[src/rtl/fetch_pkg.sv]
// Shared constants and state encoding for the instruction fetch unit and the CPU core.
package fetch_pkg;

  localparam int unsigned FETCH_ADDR_W     = 4;
  localparam int unsigned FETCH_DATA_W     = 8;
  localparam int unsigned FETCH_FIFO_DEPTH = 4;

  typedef enum logic [1:0] {
    S_IDLE = 2'd0,
    S_RUN  = 2'd1,
    S_DONE = 2'd2
  } fetch_state_e;

endpackage

[src/rtl/instr_fetch_unit_if.sv]
// Instruction valid/ready handshake between the fetch unit and its consumer.
interface instr_fetch_unit_if
  import fetch_pkg::*;
#(
  parameter int unsigned DATA_W = FETCH_DATA_W
) ();

  logic              instr_valid;
  logic              instr_ready;
  logic [DATA_W-1:0] instruction;

  modport master (output instr_valid, output instruction, input instr_ready);
  modport slave  (input instr_valid, input instruction, output instr_ready);

endinterface

[src/rtl/sync_fifo.sv]
// Single-clock FIFO with synchronous active-low reset and synchronous clear.
module sync_fifo #(
  parameter int unsigned WIDTH = 8,
  parameter int unsigned DEPTH = 4
) (
  input  logic                   clk,
  input  logic                   reset_n,
  input  logic                   clear,
  input  logic                   push,
  input  logic                   pop,
  input  logic [WIDTH-1:0]       din,
  output logic [WIDTH-1:0]       dout,
  output logic                   full,
  output logic                   empty,
  output logic [$clog2(DEPTH):0] count
);

  localparam int unsigned PTR_W = $clog2(DEPTH);
  localparam int unsigned CNT_W = PTR_W + 1;

  logic [WIDTH-1:0] store [DEPTH];
  logic [PTR_W-1:0] wr_ptr;
  logic [PTR_W-1:0] rd_ptr;
  logic             do_push;
  logic             do_pop;

  assign do_push = push && !full;
  assign do_pop  = pop && !empty;
  assign full    = (count == CNT_W'(DEPTH));
  assign empty   = (count == '0);
  assign dout    = store[rd_ptr];

  // Pointer and occupancy tracking; clear empties the buffer like reset.
  always_ff @(posedge clk) begin
    if (!reset_n || clear) begin
      wr_ptr <= '0;
      rd_ptr <= '0;
      count  <= '0;
    end else begin
      if (do_push) wr_ptr <= wr_ptr + PTR_W'(1);
      if (do_pop)  rd_ptr <= rd_ptr + PTR_W'(1);
      case ({do_push, do_pop})
        2'b10:   count <= count + CNT_W'(1);
        2'b01:   count <= count - CNT_W'(1);
        default: count <= count;
      endcase
    end
  end

  // Data storage needs no reset; unread slots are never presented as valid.
  always_ff @(posedge clk) begin
    if (do_push && !clear) store[wr_ptr] <= din;
  end

endmodule

[src/rtl/instr_fetch_unit.sv]
// Program memory, program counter and fetch FSM feeding a prefetch FIFO.
module instr_fetch_unit
  import fetch_pkg::*;
#(
  parameter int unsigned ADDR_W     = FETCH_ADDR_W,
  parameter int unsigned DATA_W     = FETCH_DATA_W,
  parameter int unsigned FIFO_DEPTH = FETCH_FIFO_DEPTH
) (
  input  logic                clk,
  input  logic                reset_n,
  input  logic                prog_we,
  input  logic [ADDR_W-1:0]   prog_addr,
  input  logic [DATA_W-1:0]   prog_data,
  input  logic [ADDR_W-1:0]   end_addr,
  input  logic                start,
  input  logic                flush,
  instr_fetch_unit_if.master  bus,
  output logic [ADDR_W-1:0]   pc,
  output logic                busy,
  output logic                done
);

  localparam int unsigned MEM_DEPTH = 1 << ADDR_W;
  localparam int unsigned CNT_W     = $clog2(FIFO_DEPTH) + 1;

  fetch_state_e      state;
  logic [DATA_W-1:0] mem [MEM_DEPTH];
  logic [ADDR_W-1:0] end_reg;
  logic              fetch_fin;
  logic              push_c;
  logic              pop_c;
  logic [DATA_W-1:0] fifo_dout;
  logic              fifo_full;
  logic              fifo_empty;
  logic [CNT_W-1:0]  fifo_count;

  assign push_c          = (state == S_RUN) && !fetch_fin && !fifo_full && !flush;
  assign pop_c           = bus.instr_valid && bus.instr_ready;
  assign bus.instr_valid = !fifo_empty;
  assign bus.instruction = fifo_empty ? '0 : fifo_dout;
  assign busy            = (state == S_RUN);
  assign done            = (state == S_DONE);

  // Program memory is writable only outside RUN and is never cleared by reset.
  always_ff @(posedge clk) begin
    if (prog_we && (state != S_RUN)) mem[prog_addr] <= prog_data;
  end

  // Fetch FSM: start latches end_addr, RUN pushes until end_addr is fetched and drained.
  always_ff @(posedge clk) begin
    if (!reset_n) begin
      state     <= S_IDLE;
      pc        <= '0;
      end_reg   <= '0;
      fetch_fin <= 1'b0;
    end else if (flush) begin
      state     <= S_IDLE;
      pc        <= '0;
      fetch_fin <= 1'b0;
    end else begin
      case (state)
        S_IDLE, S_DONE: begin
          if (start) begin
            end_reg   <= end_addr;
            pc        <= '0;
            fetch_fin <= 1'b0;
            state     <= S_RUN;
          end
        end
        S_RUN: begin
          if (push_c) begin
            pc <= pc + ADDR_W'(1);
            if (pc == end_reg) fetch_fin <= 1'b1;
          end
          if (fetch_fin && (fifo_count == '0)) state <= S_DONE;
        end
        default: state <= S_IDLE;
      endcase
    end
  end

  sync_fifo #(
    .WIDTH (DATA_W),
    .DEPTH (FIFO_DEPTH)
  ) u_fifo (
    .clk     (clk),
    .reset_n (reset_n),
    .clear   (flush),
    .push    (push_c),
    .pop     (pop_c),
    .din     (mem[pc]),
    .dout    (fifo_dout),
    .full    (fifo_full),
    .empty   (fifo_empty),
    .count   (fifo_count)
  );

endmodule

[src/flat_wrapper.sv]
// flat-port wrapper written by rule: the top's interface ports become plain ports
module instr_fetch_unit_flat import fetch_pkg::*;
#(
  parameter int unsigned ADDR_W     = FETCH_ADDR_W,
  parameter int unsigned DATA_W     = FETCH_DATA_W,
  parameter int unsigned FIFO_DEPTH = FETCH_FIFO_DEPTH
)
  (clk, reset_n, prog_we, prog_addr, prog_data, end_addr, start, flush, pc, busy, done, bus_instr_valid, bus_instruction, bus_instr_ready);
  instr_fetch_unit_if #(.DATA_W(DATA_W)) bus_i ();
  input  logic clk;
  input  logic reset_n;
  input  logic prog_we;
  input  logic [ADDR_W-1:0] prog_addr;
  input  logic [DATA_W-1:0] prog_data;
  input  logic [ADDR_W-1:0] end_addr;
  input  logic start;
  input  logic flush;
  output logic [ADDR_W-1:0] pc;
  output logic busy;
  output logic done;
  output wire logic [$bits(bus_i.instr_valid)-1:0] bus_instr_valid;
  output wire logic [$bits(bus_i.instruction)-1:0] bus_instruction;
  input wire logic [$bits(bus_i.instr_ready)-1:0] bus_instr_ready;
  assign bus_instr_valid = bus_i.instr_valid;
  assign bus_instruction = bus_i.instruction;
  assign bus_i.instr_ready = bus_instr_ready;
  instr_fetch_unit #(.ADDR_W(ADDR_W), .DATA_W(DATA_W), .FIFO_DEPTH(FIFO_DEPTH)) u_core (.clk(clk), .reset_n(reset_n), .prog_we(prog_we), .prog_addr(prog_addr), .prog_data(prog_data), .end_addr(end_addr), .start(start), .flush(flush), .bus(bus_i), .pc(pc), .busy(busy), .done(done));
endmodule
[config.mk]
export PLATFORM = sky130hd
export DESIGN_NAME = instr_fetch_unit_flat
export DESIGN_NICKNAME = d
export VERILOG_FILES = /design/src/rtl/fetch_pkg.sv /design/src/rtl/instr_fetch_unit_if.sv /design/src/rtl/sync_fifo.sv /design/src/rtl/instr_fetch_unit.sv /design/src/flat_wrapper.sv
export SDC_FILE = /design/constraint.sdc
export NUM_CORES = 1
export LEC_CHECK = 0
export ABC_AREA = 0
export CORE_ASPECT_RATIO = 0.5
export CORE_MARGIN = 3
export CORE_UTILIZATION = 55
export CTS_BUF_LIST = sky130_fd_sc_hd__clkbuf_4 sky130_fd_sc_hd__clkbuf_8
export CTS_CLUSTER_DIAMETER = 100
export DETAILED_ROUTE_END_ITERATION = 10
export GPL_ROUTABILITY_DRIVEN = 0
export PLACE_DENSITY_LB_ADDON = 0.12
export SYNTH_ARGS = -nofsm -noshare
export SYNTH_HDL_FRONTEND = slang
export SYNTH_SLANG_ARGS = --single-unit
[constraint.sdc]
create_clock -name clk -period 5.8 [get_ports clk]
set_clock_uncertainty 0.2 [all_clocks]
set_input_delay 0.87 -clock clk [delete_from_list [all_inputs] [get_ports clk]]
set_output_delay 0.87 -clock clk [all_outputs]
set_load 0.03 [all_outputs]
==> results of run 1 <==
[metrics by stage]
| step | total power [W] | hold slack, ns | setup slack, ns |
|---|---|---|---|
| after detailed placement | 0.00156 | 0.306 | 2.18 |
| after global placement | 0.00155 | 0.275 | 2.39 |
| after CTS | 0.00237 | 0.322 | 2.18 |
| final | 0.00235 | 0.320 | 2.26 |
| after floorplan | 0.00151 | 0.266 | 3.08 |
| after global routing | 0.00243 | 0.346 | 2.08 |
[where the power goes]
| part | total, W | switching [W] | internal, W |
|---|---|---|---|
| clock network | 0.000829 | 0.000506 | 0.000323 |
| registers | 0.00145 | 0.00000534 | 0.00145 |
| logic | 0.0000728 | 0.0000437 | 0.0000291 |
| total | 0.00235 | 0.000555 | 0.00180 |
[cell type report]
type                            instances  area (µm²)  area share
Sequential cell                       184        5290       0.649
Inverter                                9        33.8     0.00415
Multi-Input combinational cell        179        1840       0.226
Clock inverter                         15         156      0.0192
Timing Repair Buffer                   40         390      0.0479
Tap cell                              165         206      0.0253
Clock buffer                           17         234      0.0287
[worst max-delay path, cell delays in order (launching register included)]
cell             delay, ns
dfxtp_1               0.67
mux4_2                0.58
and2_1                0.17
clkdlybuf4s50_1       0.58
[logic make-up (layout without fill, tap and decap cells)]
| family | count (synthesis) | count (layout) | synth area share |
|---|---|---|---|
| flip-flops | 184 | 184 | 0.728 |
| AND/OR/NAND/NOR | 87 | 87 | 0.0632 |
| multiplexers | 41 | 41 | 0.133 |
| AO/OA/AOI/OAI | 33 | 33 | 0.0307 |
| buffers and inverters | 24 | 81 | 0.0193 |
| XOR/XNOR | 11 | 11 | 0.0133 |
| adder cells (fa/ha/maj) | 7 | 7 | 0.0131 |
[layer usage]
layer / GRT usage / up-vias
li1: - / 1626
met1: 0.257 / 1879
met2: 0.316 / 122
met3: 0.0675 / 15
met4: 0.0646 / 0
met5: 0 / -
[final timing paths]
kind | startpoint | endpoint | cells after the start
worst max-delay path | flop | bus_instruction[4] | 3
worst min-delay path | u_core.end_reg[0] | u_core.end_reg[0] | 2
worst max register to register | u_core.u_fifo.count[2] | u_core.u_fifo.count[2] | 9
worst min register to register | u_core.end_reg[0] | u_core.end_reg[0] | 2
[placed cells by master (no fill, tap or decap), types with 11 or more instances in the layout]
master and count:
mux4_1 14, and2_1 11, mux4_2 26, nand2_1 18, clkdlybuf4s50_1 36, edfxtp_1 160
dfxtp_1 23, nor2_1 26, clkbuf_8 17, a22oi_1 16
==> metrics.log, run 1 <==
[metrics] result of the run: complete, no violations
[metrics] # fillers: 824
[metrics] initial drt markers: 240
[metrics] Avg Inst Size Synth: 18.8 µm²
[metrics] via-per-instance ratio: 5.98
[metrics] wire length reported by the detailed router: 13.5 mm
[metrics] RSZ-0062 raised after global routing: no
[metrics] number of enable flip-flop cells after synthesis: 160
[metrics] Post-Route M1 WL: 5.86 mm
[metrics] most instantiated library cell after synthesis: edfxtp_1
[metrics] residual antenna-violating net count after detailed routing: 0
[metrics] register with the most flip-flops: u_core.mem
[metrics] global router's overall resource usage: 0.196
[metrics] DIE AREA: 14700 µm²
[metrics] x dimension of the die: 169 µm
[metrics] final design instance area without fill: 8140 µm²
[metrics] share of layout cells above drive strength 1: 0.149
[metrics] Post-Route Utilization: 0.660
[metrics] clock buffers created by TritonCTS: 17
[metrics] CP Max Fanout: 8
[metrics] CP Class: flop to output port
[metrics] synthesized net count: 416
[metrics] pin count of the biggest net entering global routing: 33
[metrics] number of clock sinks: 184
[metrics] Worst Setup End Kind: output port
[metrics] final max-slew violation count: 0
[metrics] starting density of the core: 0.589
[metrics] Core Area: 12300 µm²
[metrics] Syn. warnings: 0
[metrics] buffer depth of the longest clock path: 2
[metrics] number of antenna violations at the first check in global routing: 0
[metrics] clock network latency to the later pin of the worst-skew pair: 0.46 ns
[metrics] Netlist Area Pre-Place: 7260 µm²
[metrics] Post-DP HPWL: 8.77 mm
[metrics] power per cell area: 289 nW/µm²
[metrics] final global-route overflow total: 0
[metrics] slew margin rel.: 0.273
[metrics] length of routed met3 wiring: 998 µm
[metrics] number of flip-flops under the largest register name: 128
[metrics] clock tree from TritonCTS: yes
[metrics] crit path launch type: flop
[metrics] static leakage power: 2.58 nW
[metrics] Top Registers: u_core.mem (128), u_core.u_fifo.store (32)
[metrics] Hold Path Class: flop to flop
[metrics] final std cells w/o fill: 609
[metrics] post_cts resized: 0
[metrics] Inst Count DP: 577
[metrics] ranking of synthesized cells by area: edfxtp_1, mux4_2, dfxtp_1
[metrics] Fin. Hold Viols: 0
[metrics] worst slew pin tran: 1.09 ns
[metrics] synthesized instance count: 387
[metrics] post-synthesis sequential area ratio: 0.728
[metrics] first-pass GRT wire length: 20.8 mm
[metrics] Most used DFF post-synth: edfxtp_1
[metrics] top routing layer used: met4
[metrics] cell taking the most area after synthesis: edfxtp_1
[metrics] Post-synth ARST share: 0
[metrics] period utilisation layout: 0.610
[metrics] CP required: 4.73 ns
[metrics] via count: 3642
[metrics] R2R Setup Slk: 2.89 ns
[metrics] final number of setup-violating endpoints: 0
[metrics] fin nets: 460
[metrics] vias in the first global route: 3712
[metrics] Setup TNS: 0 ns
[metrics] met2 layer wire length in the routed design: 6.43 mm
[metrics] max-cap violations: 0
[metrics] achievable clock frequency: 283 MHz
[metrics] hold buffer count at CTS: 0
[metrics] first-pass iteration count of the detailed router: 5
[metrics] IO Count: 37
[metrics] number of distinct standard cells referenced by the synthesized netlist: 40
[metrics] total setup buffers inserted after CTS: 0
[metrics] DRC violation count after routing: 0
[metrics] number of placement rows: 28
[metrics] Synth top cells by count: edfxtp_1, mux4_2, nor2_1
[metrics] post-layout minimum cycle time: 3.54 ns
[metrics] proportion of netlist area held by the largest area contributor: 0.662
[metrics] Clock H-tree levels: 4
[metrics] vertical die dimension: 87.3 µm
[metrics] root buf cell: clkbuf_8
[metrics] CTS clock-pin slew for the worst setup and hold paths: 0.10 ns
[metrics] count of state elements after synthesis: 184
[metrics] area added between synthesis and finish: 12.1%
[metrics] IR Drop Worst-Case VDD: 0.143 mV
[metrics] number of antenna diodes: 0
[metrics] count of input and output buffers: 36
[metrics] data arrival time of the critical path: 2.47 ns
[metrics] post-detailed-route wirelength per cell: 22.1 µm
[metrics] area of placed instances: 7750 µm²
No activity file was read; power rests on OpenSTA's default activity.
==> run 2: changes to the inputs <==
clock period = 3 ns   (was 5.8 ns; I/O delays follow)
==> run 2 against run 1 <==
Against the previous run: register-to-register slack worse by 2.6 ns; combinational power up 100%; design area up 2.1%; critical path depth unchanged; largest cell class unchanged; largest power group unchanged.
==> metrics.log, run 2 (synthesized netlist as in run 1, its figures left out) <==
[metrics] result of the run: complete, no violations (unchanged)
[metrics] final design instance area without fill: 8310 µm² (was 8140 µm²)
[metrics] slew margin rel.: 0.549 (was 0.273)
[metrics] most common cell after layout, fill and taps aside: edfxtp_1 (unchanged)
[metrics] buffer depth of the longest clock path: 2 (unchanged)
[metrics] area added between synthesis and finish: 14.5% (was 12.1%)
[metrics] initial drt markers: 311 (was 240)
[metrics] number of clock sinks: 184 (unchanged)
[metrics] power per cell area: 558 nW/µm² (was 289 nW/µm²)
[metrics] final max-slew violation count: 0 (unchanged)
[metrics] global router's overall resource usage: 0.199 (was 0.196)
[metrics] via count: 3688 (was 3642)
[metrics] number of flip-flops under the largest register name: 128 (unchanged)
[metrics] vertical die dimension: 87.3 µm (unchanged)
[metrics] wire length reported by the detailed router: 13.5 mm (about the same)
[metrics] Fin. Hold Viols: 0 (unchanged)
[metrics] max-cap violations: 0 (unchanged)
[metrics] Worst Setup End Kind: output port (unchanged)
[metrics] final global-route overflow total: 0 (unchanged)
[metrics] Clock H-tree levels: 4 (unchanged)
[metrics] Top Registers: u_core.mem (128), u_core.u_fifo.store (32) (unchanged)
[metrics] number of antenna violations at the first check in global routing: 0 (unchanged)
[metrics] first-pass GRT wire length: 21.3 mm (was 20.8 mm)
[metrics] R2R Setup Slk: 0.31 ns (was 2.89 ns)
[metrics] IO Count: 37 (unchanged)
[metrics] static leakage power: 2.69 nW (was 2.58 nW)
[metrics] vias in the first global route: 3703 (was 3712)
[metrics] CP Class: flop to output port (unchanged)
[metrics] Post-DP HPWL: 8.87 mm (was 8.77 mm)
[metrics] Setup TNS: 0 ns (unchanged)
[metrics] pin count of the biggest net entering global routing: 33 (unchanged)
[metrics] residual antenna-violating net count after detailed routing: 0 (unchanged)
[metrics] via-per-instance ratio: 5.89 (was 5.98)
[metrics] starting density of the core: 0.589 (unchanged)
[metrics] achievable clock frequency: 346 MHz
[metrics] data arrival time of the critical path: 2.24 ns (was 2.47 ns)
[metrics] number of placement rows: 28 (unchanged)
[metrics] final number of setup-violating endpoints: 0 (unchanged)
[metrics] IR Drop Worst-Case VDD: 0.306 mV (was 0.143 mV)
[metrics] clock tree from TritonCTS: yes (unchanged)
[metrics] Core Area: 12300 µm² (unchanged)
[metrics] post-detailed-route wirelength per cell: 21.5 µm (was 22.1 µm)
[metrics] Hold Path Class: flop to flop (unchanged)
[metrics] hold buffer count at CTS: 0 (unchanged)
[metrics] x dimension of the die: 169 µm (unchanged)
[metrics] CP required: 2.35 ns (was 4.73 ns)
[metrics] share of layout cells above drive strength 1: 0.182 (was 0.149)
[metrics] DIE AREA: 14700 µm² (unchanged)
[metrics] DRC violation count after routing: 0 (unchanged)
[metrics] clock network latency to the later pin of the worst-skew pair: 0.45 ns (was 0.46 ns)
[metrics] period utilisation layout: 0.963
[metrics] area of placed instances: 7890 µm² (was 7750 µm²)
[metrics] crit path launch type: flop (unchanged)
[metrics] CTS clock-pin slew for the worst setup and hold paths: 0.09 ns (was 0.10 ns)
[metrics] RSZ-0062 raised after global routing: no (unchanged)
[metrics] count of input and output buffers: 36 (unchanged)
[metrics] post-layout minimum cycle time: 2.89 ns
[metrics] first-pass iteration count of the detailed router: 5 (unchanged)
[metrics] leading cell types in the layout, fill and taps excluded: edfxtp_1, clkdlybuf4s50_1, mux4_2, nor2_1, dfxtp_1 (unchanged)
[metrics] register with the most flip-flops: u_core.mem (unchanged)
[metrics] fin nets: 477 (was 460)
[metrics] worst slew pin tran: 0.675 ns (was 1.09 ns)
[metrics] root buf cell: clkbuf_8 (unchanged)
[metrics] CP Max Fanout: 6 (was 8)
[metrics] number of antenna diodes: 0 (unchanged)
[metrics] clock buffers created by TritonCTS: 17 (unchanged)
run 2: worst paths after layout:
path / start / endpoint / depth (start not counted)
worst min-delay path: u_core.end_reg[0] / u_core.end_reg[0] / 2
worst max register to register: u_core.u_fifo.count[0] / u_core.u_fifo.count[2] / 9
worst max-delay path: u_core.state[0] / busy / 3
worst min register to register: u_core.end_reg[0] / u_core.end_reg[0] / 2
run 2: final cells by class:
class / instances / area, µm²
Clock buffer: 17 / 234
Sequential cell: 184 / 5290
Tap cell: 165 / 206
Clock inverter: 15 / 180
Fill cell: 820 / 4020
Multi-Input combinational cell: 179 / 1840
Inverter: 9 / 33.8
Timing Repair Buffer: 57 / 531
run 2: worst max-delay path, cell delays in order (launching register included):
cell	delay, ns
dfxtp_1	0.39
or2b_2	0.40
inv_1	0.27
clkdlybuf4s50_1	0.74
run 2: timing repair:
action	in CTS	in global routing
resized for setup	1	1
setup endpoints to repair	8	8
buffers inserted	0	0
run 2: report_power, final:
group	switching, W	internal [W]	leakage [nW]
Sequential	0.00000857	0.00280	1.64
Combinational	0.0000871	0.0000613	0.845
Clock	0.000969	0.000713	0.211
Total	0.00106	0.00357	2.69
run 2: through the flow:
| step | worst slack, ns | hold slack, ns | power [W] | cells | util |
|---|---|---|---|---|---|
| after detailed placement | 0.0679 | 0.294 | 0.00301 | 594 | 0.640 |
| after floorplan | 0.401 | 0.266 | 0.00292 | 387 | - |
| final | 0.110 | 0.309 | 0.00464 | 626 | 0.674 |
| after global routing | 0.0104 | 0.323 | 0.00481 | 626 | 0.674 |
| after global placement | 0.168 | 0.274 | 0.00300 | 594 | 0.640 |
| after CTS | 0.0325 | 0.308 | 0.00468 | 626 | 0.674 |
run 2: layer usage:
metal	share of wire	global-route usage
met1	0.47	0.289
met3	0.064	0.0594
met2	0.45	0.298
met4	0.014	0.0572
met5	0	0
